--- src/rtl/shift_r_seq.sv ---
// ============================================================================
// shift_r_seq -- sequential right-shift unit for the 16-bit datapath
//
// Serves the ALU srl / sra (and optionally ror) instructions.  The operand is
// shifted one bit position per clock under a start/busy/done handshake with
// the control FSM.  The unit returns the result and the last bit shifted out,
// which is used for flag generation.
//
// Ports
//   clk    in   1      rising-edge clock
//   rst_n  in   1      asynchronous, active-low reset
//   start  in   1      request a shift; sampled only in IDLE
//   op     in   2      00 logical, 01 arithmetic, 10 rotate (optional), 11 = 00
//   in     in   WIDTH  operand, sampled with start
//   amt    in   4      shift amount 0..15, sampled with start
//   out    out  WIDTH  result register, updated only when an operation completes
//   cout   out  1      last bit shifted out, updated together with out
//   busy   out  1      high while the FSM is not IDLE
//   done   out  1      one-cycle pulse while the result is freshly valid
//
// Configuration macro
//   SHIFTR_ROTATE_EN  defined  : op=10 rotates right (fill = sh[0])
//                     undefined: op=10 shifts logically (fill = 0) and no
//                                rotate fill logic is built
//
// Timing: start edge E0, amt shift edges E1..Eamt, edge Eamt+1 writes out/cout
// and enters DONE.  A new start is accepted one IDLE cycle after DONE.
// ============================================================================
module shift_r_seq #(
   parameter int WIDTH = 16
) (
   input  logic             clk,
   input  logic             rst_n,
   input  logic             start,
   input  logic [1:0]       op,
   input  logic [WIDTH-1:0] in,
   input  logic [3:0]       amt,
   output logic [WIDTH-1:0] out,
   output logic             cout,
   output logic             busy,
   output logic             done
);

   // Operation encodings as held in op_reg
   localparam logic [1:0] OP_SRA = 2'b01;
   localparam logic [1:0] OP_ROR = 2'b10;

   typedef enum logic [1:0] {
      ST_IDLE  = 2'b00,
      ST_SHIFT = 2'b01,
      ST_DONE  = 2'b10
   } state_t;

   state_t           state_reg;
   logic [WIDTH-1:0] sh_reg;     // working copy of the operand
   logic [3:0]       cnt_reg;    // remaining shift positions
   logic [1:0]       op_reg;     // operation captured at start
   logic             cout_reg;   // running carry-out, published at completion
   logic             fill;       // bit entering at the MSB on each shift

   // Fill bit selection.  op=11 and (without rotate support) op=10 both fall
   // through to the logical fill of zero.
   always_comb begin
      fill = 1'b0;
      case (op_reg)
         OP_SRA:  fill = sh_reg[WIDTH-1];
`ifdef SHIFTR_ROTATE_EN
         OP_ROR:  fill = sh_reg[0];
`else
         OP_ROR:  fill = 1'b0;
`endif
         default: fill = 1'b0;
      endcase
   end

   // Control FSM and datapath registers.  out/cout are only written on the
   // SHIFT->DONE transition, so they keep the previous result while a new
   // operation is in flight.
   always_ff @(posedge clk or negedge rst_n) begin
      if (!rst_n) begin
         state_reg <= ST_IDLE;
         sh_reg    <= '0;
         cnt_reg   <= '0;
         op_reg    <= '0;
         cout_reg  <= 1'b0;
         out       <= '0;
         cout      <= 1'b0;
      end else begin
         case (state_reg)
            ST_IDLE: begin
               if (start) begin
                  sh_reg    <= in;
                  cnt_reg   <= amt;
                  op_reg    <= op;
                  cout_reg  <= 1'b0;
                  state_reg <= ST_SHIFT;
               end
            end

            ST_SHIFT: begin
               // Decrement only while non-zero, so cnt_reg cannot wrap.
               if (cnt_reg != 4'd0) begin
                  cout_reg <= sh_reg[0];
                  cnt_reg  <= cnt_reg - 4'd1;
                  sh_reg   <= {fill, sh_reg[WIDTH-1:1]};
               end else begin
                  out       <= sh_reg;
                  cout      <= cout_reg;
                  state_reg <= ST_DONE;
               end
            end

            ST_DONE: begin
               state_reg <= ST_IDLE;
            end

            default: begin
               state_reg <= ST_IDLE;
            end
         endcase
      end
   end

   // Status decoded straight from the state register: no input reaches these
   // outputs combinationally.
   assign busy = (state_reg != ST_IDLE);
   assign done = (state_reg == ST_DONE);

endmodule
--- config.mk ---
export PLATFORM = sky130hd
export DESIGN_NAME = shift_r_seq
export DESIGN_NICKNAME = d
export VERILOG_FILES = /design/src/rtl/shift_r_seq.sv
export SDC_FILE = /design/constraint.sdc
export NUM_CORES = 1
export LEC_CHECK = 0
export BUFFER_PORTS_ARGS = -buffer_cell sky130_fd_sc_hd__buf_2
export CAP_MARGIN = 20
export CORE_UTILIZATION = 48
export CTS_CLUSTER_DIAMETER = 30
export DETAILED_ROUTE_END_ITERATION = 6
export HOLD_SLACK_MARGIN = 0.08
export PLACE_DENSITY = 0.71
export RECOVER_POWER = 50
export SLEW_MARGIN = 20
export SYNTH_ARGS = -nofsm -noshare
export SYNTH_HDL_FRONTEND = slang
export SYNTH_SLANG_ARGS = --single-unit
export TNS_END_PERCENT = 10
--- constraint.sdc ---
create_clock -name clk -period 1.76 [get_ports clk]
set_clock_uncertainty 0.15 [all_clocks]
set_input_delay 0.352 -clock clk [delete_from_list [all_inputs] [get_ports clk]]
set_output_delay 0.352 -clock clk [all_outputs]
set_load 0.005 [all_outputs]
Word level (Yosys, flattened, before mapping) --
Index checks and enable logic that the tools add are counted.
Word-level totals: memory bits (writable) 0, logic and storage cells 39, register bits after elaboration 42, bits in latches 0, memory bits (read-only) 0, memories 0
Cells by class: magnitude comparators 0, bitwise gates (word level) 1, div/mod/pow operators 0, shift operators 0, $mul 0, muxes and demuxes 13, equal/unequal tests 7, reduce and logical (&&, ||, !) cells 9, add/sub/neg operators 1
Operators by type and width (number):
- 16-bit 2-to-1 mux | 2
- 16-bit one-hot mux with 2 select lines | 1
- 4-bit 2-to-1 mux | 2
- 2-bit != test, second input constant | 4
- 4-bit one-hot mux with 2 select lines | 1
- 2-bit AND reduction | 3
- 2-bit by 1-bit == test with 1-bit output, second input constant | 2
- 2-bit 2-to-1 mux | 2
- 2-bit one-hot mux with 2 select lines | 1
- 4-bit AND reduction | 1
- 2-bit nonzero test | 2
- 4-bit nonzero test | 1
- 4-bit by 1-bit subtractor with 4-bit output, second input constant | 1
- 1-bit 2-to-1 mux | 3
- 3-bit AND reduction | 1
- 2-bit == test, second input constant | 1
- 2-bit logical NOT | 1
- 1-bit one-hot mux with 2 select lines | 1
- 1-bit inverter | 1

Depth between registers and ports, before layout --
depth after elaboration 4, mapped depth 7, gate-level depth less buffers 6

Least setup slack after synthesis --
Ideal clock, no wire load.
path kind flip-flop to flip-flop, from register cnt_reg[0], to register cnt_reg[0], slack -14 ps, cell stages (with the launch flop) 7, arrival time 1500 ps, clock period less this slack 1774 ps, library setup time 124 ps, cells stage by stage dfrtp_1 -> inv_1 -> ha_1 -> and4bb_4 -> or2_1 -> buf_6 -> a211o_1
On the way: cells in the longest elaborated chain, start to end 3, elaborated cells between the ends (all ways) 6, those cells by class 1 x add/sub; 1 x eq/ne; 2 x mux; 2 x reduce/logical
RTL lines:
- start: declaration | line 56 | logic [3:0] cnt_reg;
- start signal: assignment | line 93 | cnt_reg <= amt;
- start signal: assignment | line 104 | cnt_reg <= cnt_reg - 4'd1;
- 4-bit by 1-bit subtractor with 4-bit output / 4-bit nonzero test (equally long branches) | line 104, 102
- 4-bit 2-to-1 mux / 2-bit != test (equally long branches)
- 4-bit one-hot mux with 2 select lines / 3-bit AND reduction (equally long branches)
Several ways; a longest one is shown, not always the timed one. The select of a mux whose other input is x is not followed. A chain may end at the register's enable or synchronous reset.

Final worst setup path --
from register state_reg[0], to output busy
On the way: cells in the longest elaborated chain, start to end 1
RTL lines:
- start: declaration | line 54 | state_t state_reg;
- start signal: assignment | line 81 | state_reg <= ST_IDLE;
- start signal: assignment | line 96 | state_reg <= ST_SHIFT;
- start signal: assignment | line 109 | state_reg <= ST_DONE;
- 2-bit nonzero test | line 126 | assign busy = (state_reg != ST_IDLE);
- end: declaration | line 40 | output logic busy,
Every way passes these cells.

==> reports/summary.txt <==
Tmin final: 1.73 ns
post-route insts no fill: 257
pre-CTS setup slack: -0.00204 ns
mapped cell area: 0.00195 mm2
CTS tree: done
fin util: 0.622
first-pass GRT wire length: 6.35 mm
die area: 0.00432 mm2
drt total wl: 3.76 mm
VDD IR-drop max: 736 uV
ys async rst share: 1.00
Max Root-Sink Buffers: 2
cells on worst reg2reg path: 6
met2 Use GR: 0.321
status: completed
cells after synthesis: 157
clock latency on the worst-skew pair: 0.29 ns
die span in x: 65.7 um
Port Buffer Count: 43
design area: 0.00235 mm2
Setup crit end kind: output port
clock root cell: clkbuf_8
Max Cap Viol: 0
ys flop type: dfrtp_1
Reg2Reg Setup Slack: 0.07 ns
Yosys warning count: 0
vias in the first global route: 1423
EDFF count, synth: 0
reg2reg start: cnt_reg[0]$_DFFE_PN0P_
fin worst setup slack: 0.0323 ns
Critical Path RT: 1.26 ns
Area Overhead vs Synth: 20.3%
dpl hpwl: 2.59 mm
total negative setup slack: 0 ns
Core ar.: 0.00377 mm2
RSZ-0062 raised after global routing: yes
1st-pass router iterations: 4
gp weighted congestion: 0.735
synth cell count leaders: 42 x dfrtp_1, 38 x o21ai_0, 15 x mux2i_1
Initial Util: 0.517
drt first-iter violations: 69
placed insts: 247
post-synth top area share: 0.539
Worst Path Arrival: 1.23 ns
Fin. Hold Viols: 0
die height: 65.7 um
hold slack: 0.128 ns
Relative slew margins: 0.396
Static Leakage: 1.22 nW
multi-input combinational cell area: 810 um2
routed vias/inst: 5.37
Tightest Pin Transition: 0.906 ns
Max FO, Critical Path: 10
Placed Area: 0.00222 mm2
GRT Resource Usage Total: 0.197
critical path class: flop to output port
GRT met1 Usage: 0.251
flops & latches, synth: 42
area leader, netlist: dfrtp_1
ant diodes: 0
FMAX: 579 MHz
I/O Pins: 44
GR peak layer: met2
Crit. Startpoint: state_reg[0]$_DFFE_PN0P_
GR Layer Usage met3: 0.0469
grt total ovfl: 0
Rows: 22
worst min path class: primary input to flop
sequential share of the synthesized area: 0.539
H-tree depth: 2
number of antenna violations at the first check in global routing: 0
Tcrit/Tclk final: 0.982
drt drc: 0
Cell Pwr Density: 1600 mW/mm2
wire per inst: 14.6 um
Final Max Tran Viols: 0
Final #Nets: 235
most frequent cell after synthesis: dfrtp_1
Clk pin slew, worst setup/hold paths: 0.07 ns
Crit Reg-Reg Endpoint: sh_reg[6]$_DFFE_PN0P_
pin count of the biggest net entering global routing: 43
setup violators final: 0
Routed Antenna Nets: 0
Synth Area per Inst: 12.4 um2
clk sinks: 42
register area: 0.00105 mm2
Vias: 1381
Final Total Pwr: 3.75 mW
unique cell type count in the Yosys netlist: 30
CP Launch Type: flop
Post-Syn Nets: 183
share of layout cells above drive strength 1: 0.411
CTS Buf Count: 5
Layout fillers: 317
Critical Path Sink: busy
Area contributors post-synth: dfrtp_1 54%, o21ai_0 9.7%, mux2i_1 7.7%, mux2_4 6.9%, mux2_2 5.2%
cells by family after synthesis:
kind of cell | share of synthesized area
mux | 0.198
fa+ha+maj | 0.00641
buf+inv | 0.0564
compound gates | 0.130
flops | 0.539
simple gates | 0.0699
routing by layer:
layer	vias up	part of all wire	routed length (um)
met4	0	0.016	61
li1	660	-	-
met1	678	0.47	1770
met2	36	0.47	1760
met5	-	0	0
met3	7	0.043	162
power by group:
| group | internal (mW) | leakage, nW | switching (mW) | total, mW |
|---|---|---|---|---|
| clock network | 0.273 | 0.0383 | 0.299 | 0.572 |
| logic | 0.843 | 0.658 | 0.675 | 1.52 |
| registers | 1.38 | 0.528 | 0.274 | 1.66 |
cells in the final DEF (no fill, tap or decap):
cell / instances
buf_2: 43
dfrtp_1: 42
o21ai_0: 33
mux2i_1: 15
buf_4: 10
mux2_4: 9
mux2_2: 9
inv_1: 7
clkbuf_8: 5
o21ai_1: 4
nand2_1: 3
clkbuf_1: 3
nor4b_1: 2
nand3b_1: 2
or2_2: 1
nor2b_1: 1
and4bb_4: 1
o21bai_1: 1
or2_4: 1
nor2b_4: 1
a211o_1: 1
nor2_1: 1
nand3_4: 1
nor3b_1: 1
or3_1: 1
a211oi_2: 1
o22ai_1: 1
a2bb2oi_2: 1
o21ai_2: 1
a311oi_1: 1
a211oi_1: 1
nand4b_1: 1
a2bb2oi_1: 1
ha_2: 1
dlygate4sd3_1: 1
buf_12: 1
how the worst min path moves through the flow:
stage | startpoint | endpoint | depth (start not counted)
6_report | in[15] | sh_reg[15]$_DFFE_PN0P_ | 3
5_1_grt | op[0] | op_reg[0]$_DFFE_PN0P_ | 2
4_1_cts | in[15] | sh_reg[15]$_DFFE_PN0P_ | 3
3_5_place_dp | rst_n | out[2]$_DFFE_PN0P_ | 2
3_3_place_gp | rst_n | cnt_reg[2]$_DFFE_PN0P_ | 2
2_1_floorplan | rst_n | cnt_reg[0]$_DFFE_PN0P_ | 0
layout make-up:
class	count	area share
Clock buffer	7	0.0325
Tap cell	48	0.0256
Multi-Input combinational cell	97	0.345
Timing Repair Buffer	56	0.138
Sequential cell	42	0.448
Inverter	7	0.0112
repair_timing:
| item | 4_1_cts | 5_1_grt |
|---|---|---|
| hold buffers | 1 | 0 |
| gates resized for setup | 0 | 9 |
| hold endpoints to repair | 42 | 0 |
| buffers inserted | 0 | 2 |
| setup endpoints to repair | 0 | 35 |
worst max-delay path, stage by stage, from the launching register on:
cell and delay, ns:
dfrtp_1 0.48, or2_2 0.33, buf_2 0.13
Note: power is estimated with default switching activity, not from simulation.
